<file path="src/rtl/fifo_pkg.sv">
// Shared constants and elaboration-time helpers
// for the parametrised synchronous FIFO.
package fifo_pkg;

  localparam int DEF_WIDTH = 8;
  localparam int DEF_DEPTH = 16;

  function automatic int clog2(input int v);
    int r;
    r = 0;
    for (int i = 0; i < 31; i++) begin
      if ((1 << i) < v) r = i + 1;
    end
    return r;
  endfunction

  // One extra MSB distinguishes full from empty
  function automatic int ptr_w(input int depth);
    return clog2(depth) + 1;
  endfunction

  function automatic bit is_pow2(input int v);
    return (v > 0) && ((v & (v - 1)) == 0);
  endfunction

  function automatic bit params_ok(
    input int width,
    input int depth,
    input int af,
    input int ae
  );
    return (width >= 1) &&
           (depth >= 4) &&
           is_pow2(depth) &&
           (af >= 1) && (af <= depth) &&
           (ae >= 0) && (ae < depth);
  endfunction

endpackage

</file>
<file path="src/rtl/fifo_ram_sp.sv">
// Register-array storage: synchronous write,
// asynchronous read. Contents are never reset.
module fifo_ram_sp
  import fifo_pkg::*;
#(
  parameter int WIDTH = DEF_WIDTH,
  parameter int DEPTH = DEF_DEPTH,
  localparam int AW   = clog2(DEPTH)
) (
  input  logic             clk,
  input  logic             we,
  input  logic [AW-1:0]    waddr,
  input  logic [WIDTH-1:0] wdata,
  input  logic [AW-1:0]    raddr,
  output logic [WIDTH-1:0] rdata
);

  logic [WIDTH-1:0] mem_q [DEPTH];

  always_ff @(posedge clk) begin
    if (we) mem_q[waddr] <= wdata;
  end

  assign rdata = mem_q[raddr];

endmodule

</file>
<file path="src/rtl/sync_fifo_param.sv">
// Single-clock FIFO with fill level, almost flags,
// sticky error flags and selectable read mode.
module sync_fifo_param
  import fifo_pkg::*;
#(
  parameter int WIDTH    = DEF_WIDTH,
  parameter int DEPTH    = DEF_DEPTH,
  parameter int FWFT     = 0,
  parameter int AF_LEVEL = DEPTH - 2,
  parameter int AE_LEVEL = 2,
  localparam int ADDR_W  = clog2(DEPTH),
  localparam int PW      = ptr_w(DEPTH)
) (
  input  logic             clk,
  input  logic             rst_n,
  input  logic             wr_en,
  input  logic [WIDTH-1:0] data_in,
  input  logic             r_en,
  output logic [WIDTH-1:0] data_out,
  output logic             full,
  output logic             empty,
  output logic             almost_full,
  output logic             almost_empty,
  output logic [ADDR_W:0]  count,
  output logic             overflow,
  output logic             underflow,
  input  logic             clr_err
);

  if (!params_ok(WIDTH, DEPTH, AF_LEVEL, AE_LEVEL))
  begin : g_bad_params
    $error("sync_fifo_param: illegal parameters");
  end

  logic [PW-1:0]    wr_ptr_q, wr_ptr_d;
  logic [PW-1:0]    rd_ptr_q, rd_ptr_d;
  logic [PW-1:0]    cnt_q, cnt_d;
  logic             ovf_q, ovf_d;
  logic             udf_q, udf_d;
  logic             wr_acc, rd_acc;
  logic [WIDTH-1:0] rd_data;

  assign full         = (cnt_q == PW'(DEPTH));
  assign empty        = (cnt_q == '0);
  assign almost_full  = (cnt_q >= PW'(AF_LEVEL));
  assign almost_empty = (cnt_q <= PW'(AE_LEVEL));
  assign count        = cnt_q;
  assign overflow     = ovf_q;
  assign underflow    = udf_q;

  // A same-cycle pop never makes room for a push
  assign wr_acc = wr_en && !full;
  assign rd_acc = r_en && !empty;

  always_comb begin
    wr_ptr_d = wr_ptr_q;
    rd_ptr_d = rd_ptr_q;
    cnt_d    = cnt_q;
    if (wr_acc) wr_ptr_d = wr_ptr_q + PW'(1);
    if (rd_acc) rd_ptr_d = rd_ptr_q + PW'(1);
    unique case (1'b1)
      wr_acc && !rd_acc: cnt_d = cnt_q + PW'(1);
      !wr_acc && rd_acc: cnt_d = cnt_q - PW'(1);
      default:           cnt_d = cnt_q;
    endcase
  end

  // Set beats clear when both happen together
  always_comb begin
    ovf_d = (ovf_q && !clr_err) || (wr_en && full);
    udf_d = (udf_q && !clr_err) || (r_en && empty);
  end

  always_ff @(posedge clk or negedge rst_n) begin
    if (!rst_n) begin
      wr_ptr_q <= '0;
      rd_ptr_q <= '0;
      cnt_q    <= '0;
      ovf_q    <= 1'b0;
      udf_q    <= 1'b0;
    end else begin
      wr_ptr_q <= wr_ptr_d;
      rd_ptr_q <= rd_ptr_d;
      cnt_q    <= cnt_d;
      ovf_q    <= ovf_d;
      udf_q    <= udf_d;
    end
  end

  fifo_ram_sp #(
    .WIDTH (WIDTH),
    .DEPTH (DEPTH)
  ) u_ram (
    .clk   (clk),
    .we    (wr_acc),
    .waddr (wr_ptr_q[ADDR_W-1:0]),
    .wdata (data_in),
    .raddr (rd_ptr_q[ADDR_W-1:0]),
    .rdata (rd_data)
  );

  if (FWFT != 0) begin : g_fwft
    assign data_out = empty ? '0 : rd_data;
  end else begin : g_reg
    logic [WIDTH-1:0] dout_q, dout_d;

    always_comb begin
      dout_d = dout_q;
      if (rd_acc) dout_d = rd_data;
    end

    always_ff @(posedge clk or negedge rst_n) begin
      if (!rst_n) dout_q <= '0;
      else        dout_q <= dout_d;
    end

    assign data_out = dout_q;
  end

  a_cnt_ptr : assert property (
    @(posedge clk) disable iff (!rst_n)
    (cnt_q == PW'(wr_ptr_q - rd_ptr_q)) &&
    (cnt_q <= PW'(DEPTH))
  );

endmodule

</file>
<file path="config.mk">
export PLATFORM = sky130hd
export DESIGN_NAME = sync_fifo_param
export DESIGN_NICKNAME = d
export VERILOG_FILES = /design/src/rtl/fifo_pkg.sv /design/src/rtl/fifo_ram_sp.sv /design/src/rtl/sync_fifo_param.sv
export SDC_FILE = /design/constraint.sdc
export NUM_CORES = 1
export LEC_CHECK = 0
export ABC_AREA = 1
export CORE_MARGIN = 1
export CORE_UTILIZATION = 54
export CTS_CLUSTER_DIAMETER = 80
export DETAILED_ROUTE_END_ITERATION = 8
export HOLD_SLACK_MARGIN = 0.15
export PLACE_DENSITY = 0.75
export SLEW_MARGIN = 10
export SYNTH_ARGS = -nofsm -noshare
export SYNTH_HDL_FRONTEND = slang
export SYNTH_SLANG_ARGS = --single-unit
</file>
<file path="constraint.sdc">
create_clock -name clk -period 2 [get_ports clk]
set_input_delay 0.4 -clock clk [delete_from_list [all_inputs] [get_ports clk]]
set_output_delay 0.4 -clock clk [all_outputs]
set_load 0.1 [all_outputs]
</file>
### Word level (Yosys, flattened, before mapping)

Memories as Yosys holds them, arrays and structs flattened. A register that Yosys moved wholly into a read port is not among the register bits.
Index checks and enable logic that the tools add are counted.

* register bits after elaboration: 17
* bits in writable memories: 128
* memories: 1

Memories
* u_ram.mem_q: depth 16, bits a word 8, read ports 1, clocked after Yosys merged registers in 1, write ports 1, line fifo_ram_sp.sv:18 `logic [WIDTH-1:0] mem_q [DEPTH];`

* $add $sub $neg: 4
* magnitude comparators: 2
* eq/ne operators: 1
* muxes and demuxes: 3
* reduce and logical (&&, ||, !) cells: 18

Operators with widths (count)
* $add A5 B1 Y5 const B: 3
* $pmux W5 S2: 1
* $logic_and A1 B1 Y1: 8
* $logic_not A1 Y1: 6
* $eq A5 B5 Y1 const B: 1
* $ge A5 B4 Y1 const B: 1
* $le A5 B2 Y1 const B: 1
* $logic_not A5 Y1: 1
* $sub A5 B1 Y5 const B: 1
* $logic_or A1 B1 Y1: 2
* $mux W1: 2
* $reduce_bool A2 Y1: 1

### Depth between registers and ports, before layout

Gate-level depths: netlist of run 1.

* depth after elaboration: 6
* mapped depth: 15
* depth with buffers taken out: 14

### Hierarchy

A second synthesis of run 1 with hierarchy kept.

* cells, all modules: 682
* area, all modules: 6824.0 µm²

Modules (own cells, without submodules)
* fifo_ram_sp: instances 1, cells each 543, area each 5606.6 µm², seq. area each 3843.7 µm²
* sync_fifo_param: instances 1, cells each 139, area each 1217.4 µm², seq. area each 575.6 µm²

### Worst setup path before layout of run 1

No wires, ideal clock.

* path type: reg-to-output
* from: register cnt_q[0] (netlist: count[0])
* to: output port almost_empty
* arrival: 5641 ps
* data required time: 1600 ps
* setup slack: -4041 ps
* stages on the path, launching flop included: 2
* buffers on the path: 0
* path through: dfrtp_1 a2111oi_0

* word-level cells in the longest chain between the ends: 1

Ends and longest elaborated chain
* from (decl): line sync_fifo_param.sv:37 `logic [PW-1:0] cnt_q, cnt_d;`
* from (signal assigned): line sync_fifo_param.sv:84 `cnt_q <= cnt_d;`
* $le A5 B2 Y1: line sync_fifo_param.sv:46 `assign almost_empty = (cnt_q <= PW'(AE_LEVEL));`
* to (decl): line sync_fifo_param.sv:23 `output logic almost_empty,`

Every way passes these cells.

### Worst setup path after layout of run 1

* from: register cnt_q[1] (netlist: count[1])
* to: register cnt_q[4] (netlist: count[4])

* word-level cells in the longest chain between the ends: 6
* elaborated cells between the ends (all ways): 14

Ends and longest elaborated chain
* parallel branches: the longest is 6 deep, another holds $sub A5 B1 Y5

Parallel ways; which one is timed is not known.
A chain may end at the register's enable or synchronous reset.

==> impl_metrics.py, run 1 <==
metrics = {
    "route": {
        "drtIter0Drc": 407,
        "antenna_left": 0,
        "vias": 4862,
        "wl_per_cell_um": 16.4,
        "remaining_drc_errors": 0,
        "first_pass_iters": 5,
        "finalWirelength_mm": 15.5,
        "routed_via_density": 5.14,
    },
    "place": {
        "dp_hpwl_mm": 9.99,
        "globalplace.congestion": 0.918,
        "dpl_cell_area_mm2": 0.00767,
        "io_buffers": 31,
        "dpl.cell_count": 899,
    },
    "pwr": {
        "power.leakage_nw": 3.79,
        "p_per_area_mw_per_mm2": 1600,
        "peakVddDrop_mv": 0.999,
    },
    "floorplan": {
        "chipHeight_um": 114,
        "start_util_pct": 55.7,
        "core-area_mm2": 0.0121,
        "die_x_um": 114,
        "pin_count": 32,
        "rows": 40,
        "fp.dieArea_mm2": 0.0129,
    },
    "synthesis": {
        "synth.area.top_cells": "edfxtp_1, nand2_1, dfrtp_1",
        "postSynthCellCount": 679,
        "netlist.area_leader.share_pct": 57.0,
        "synth_nets": 701,
        "syn-cell-area_mm2": 0.00675,
        "synth-seq-area-share_pct": 65.5,
        "synth-warning-count": 0,
        "ys_seq_elements": 151,
        "avgSynthCellArea_um2": 9.94,
        "yosys.area.top_type": "edfxtp_1",
        "synth_cell_types": 20,
    },
    "finish": {
        "fillers": 848,
        "regArea_mm2": 0.00444,
        "finalNetCount": 787,
        "instances_no_fill": 946,
        "final_util_pct": 69.8,
        "fin_area_mm2": 0.00845,
        "drive_gt1_share_pct": 19.4,
        "area_delta_synth_final_pct": 25.3,
        "multi_input_area_mm2": 0.00185,
        "antenna_cells": 0,
    },
    "timing": {
        "rsz0062_at_grt": "true",
        "finalCriticalPeriod_ns": 2.06,
        "fmax_mhz": 485,
        "tightest_slew_ns": 0.765,
        "hold_viol": 0,
        "slew_headroom_pct": 48.8,
        "period_share_pct": 103,
        "finClkSkew_ns": 0.00804,
        "slew_violations": 0,
        "worst_slack_ns": -0.0640,
        "setup_violations": 5,
    },
    "outcome": {
        "outcome": "complete, but fails checks",
        "violations": "setup timing",
    },
    "setup_path": {
        "reg2reg_to": "count[4]$_DFFE_PN0P_",
        "r2r_start": "count[1]$_DFFE_PN0P_",
        "cp.arrival_ns": 2.37,
        "critPathCapture": "count[4]$_DFFE_PN0P_",
        "worst_setup_path_end_kind": "register",
        "cp-start-kind": "register",
        "cp.required_ns": 2.31,
        "critical_path_class": "register to register",
        "r2r_slack_ns": -0.06,
        "worstPathMaxFanout": 4,
        "cp-startpoint": "count[1]$_DFFE_PN0P_",
        "r2r_cells": 14,
    },
    "grt": {
        "grt_util_all_layers_pct": 25.3,
        "overflow": 0,
        "grt_pass1_vias": 4793,
        "grt_pass1_wl_mm": 24.0,
        "antenna_found_initial": 0,
        "grt_max_degree": 49,
    },
    "min_path": {
        "hp-class": "input pin to asynchronous set/reset pin",
    },
    "clock_network": {
        "cts_tree": "built",
        "clock_latency_ns": 0.41,
        "cts.path.max_buffers": 2,
        "cts_root_buf": "clkbuf_16",
        "cts_made_buffers": 17,
        "clk_transition_reported_paths_ns": 0.06,
        "h-tree-depth": 4,
        "numClockSinks": 151,
    },
    "job": {
        "drv_cap": 0,
    },
}
layout by cell type, fill, tap and decap left out, types with 3 or more instances in the layout:
| master | synthesis | final |
|---|---|---|
| bufinv_16 | 0 | 3 |
| inv_1 | 120 | 116 |
| clkdlybuf4s50_1 | 0 | 12 |
| o21ai_0 | 5 | 4 |
| nand2_2 | 0 | 5 |
| dfrtp_1 | 23 | 17 |
| edfxtp_1 | 128 | 128 |
| clkbuf_1 | 3 | 5 |
| buf_12 | 0 | 11 |
| dfrtp_4 | 0 | 5 |
| nor2_2 | 0 | 16 |
| inv_2 | 1 | 3 |
| clkbuf_16 | 0 | 17 |
| nand3_1 | 103 | 103 |
| ha_1 | 9 | 5 |
| buf_4 | 9 | 68 |
| nand2_1 | 225 | 220 |
| xor2_1 | 9 | 8 |
per-stage QoR:
step	setup TNS, ns	hold WS (ns)	power (mW)	setup slack [ns]
after floorplan	-0.682	0.104	8.21	-0.287
after global placement	-5.32	0.471	9.79	-0.191
after detailed placement	-8.38	0.475	9.95	-0.246
after CTS	-0.130	0.343	13.3	-0.0798
after global routing	-2.27	0.364	14.2	-0.187
final	-0.146	0.341	13.5	-0.0640
cells in the mapped netlist, drive strengths merged:
| library cell | number |
|---|---|
| clkinv | 1 |
| ha | 9 |
| o21ai | 5 |
| buf | 25 |
| a21boi | 1 |
| nor2 | 20 |
| edfxtp | 128 |
| clkbuf | 3 |
| inv | 121 |
| nand3 | 103 |
| xnor2 | 2 |
| dfrtp | 23 |
| a2111oi | 1 |
| o21bai | 1 |
| nand4 | 2 |
| xor2 | 9 |
| nand2 | 225 |
flip-flops by register name, indices dropped and copies added (netlist names):
register	count
count	5
underflow	1
overflow	1
wr_ptr_q	4
rd_ptr_q	4
u_ram.mem_q	128
data_out	8
power breakdown:
group | total, mW | switching [mW] | internal [mW]
Combinational | 6.09 | 4.11 | 1.98
Clock | 3.18 | 1.19 | 1.99
Sequential | 4.24 | 0.284 | 3.96
Total | 13.5 | 5.58 | 7.93
cell families after synthesis:
group / count (synthesis) / synth area share (%)
xor+xnor: 11 / 1.43
fa+ha+maj: 9 / 1.67
simple gates: 350 / 21.5
buf+inv: 150 / 9.23
compound gates: 8 / 0.723
flops: 151 / 65.5
cell type report:
class	count	share of cell area (%)
inverters	122	5.48
multi-input cells	378	21.9
clock buffers	23	5.42
repair buffers	95	10.7
flip-flops and latches	151	52.5
well taps	168	2.49
clock inverters	9	1.52
layer usage:
layer	part of all wire (%)	track usage, %	up-vias
li1	-	-	2334
met1	41	31.4	2335
met2	51	42.0	157
met3	5.8	6.06	36
met4	2.6	11.9	0
met5	0	0	-
how the worst min path moves through the flow:
stage | startpoint | end
after floorplan | rst_n | data_out[0]$_DFFE_PN0P_
after global placement | data_out[1]$_DFFE_PN0P_ | data_out[1]$_DFFE_PN0P_
after detailed placement | data_out[4]$_DFFE_PN0P_ | data_out[4]$_DFFE_PN0P_
after CTS | rst_n | underflow$_DFF_PN0_
after global routing | rst_n | underflow$_DFF_PN0_
final | rst_n | underflow$_DFF_PN0_
worst max-delay path, stage by stage, from the launching register on:
cell     delay (ns)
dfrtp_4        0.50
nor2_4         0.13
nand4_1        0.14
nand2_1        0.13
inv_2          0.06
ha_4           0.19
xor2_4         0.15
ha_2           0.18
inv_2          0.05
nand2_2        0.05
nand3_1        0.08
nand2_1        0.06
xor2_1         0.14
nand2_1        0.06
nand2_1        0.04
timing repair:
item	CTS	global route
gates resized for setup	18	9
buffers inserted	9	9
hold buffers	0	0
cloned	0	0
pin swaps	7	8
endpoints found under the setup margin	6	18
(Power assumes the default switching activity.)
==> inputs of run 2 (changes only) <==
--- a/config.mk
+++ b/config.mk
@@ -12,7 +12,6 @@
 export DETAILED_ROUTE_END_ITERATION = 8
 export HOLD_SLACK_MARGIN = 0.15
 export PLACE_DENSITY = 0.75
-export SLEW_MARGIN = 10
 export SYNTH_ARGS = -nofsm -noshare
 export SYNTH_HDL_FRONTEND = slang
 export SYNTH_SLANG_ARGS = --single-unit
==> results of run 2 <==
Same layout as run 1: the final DEF is identical, and so are final timing and power.
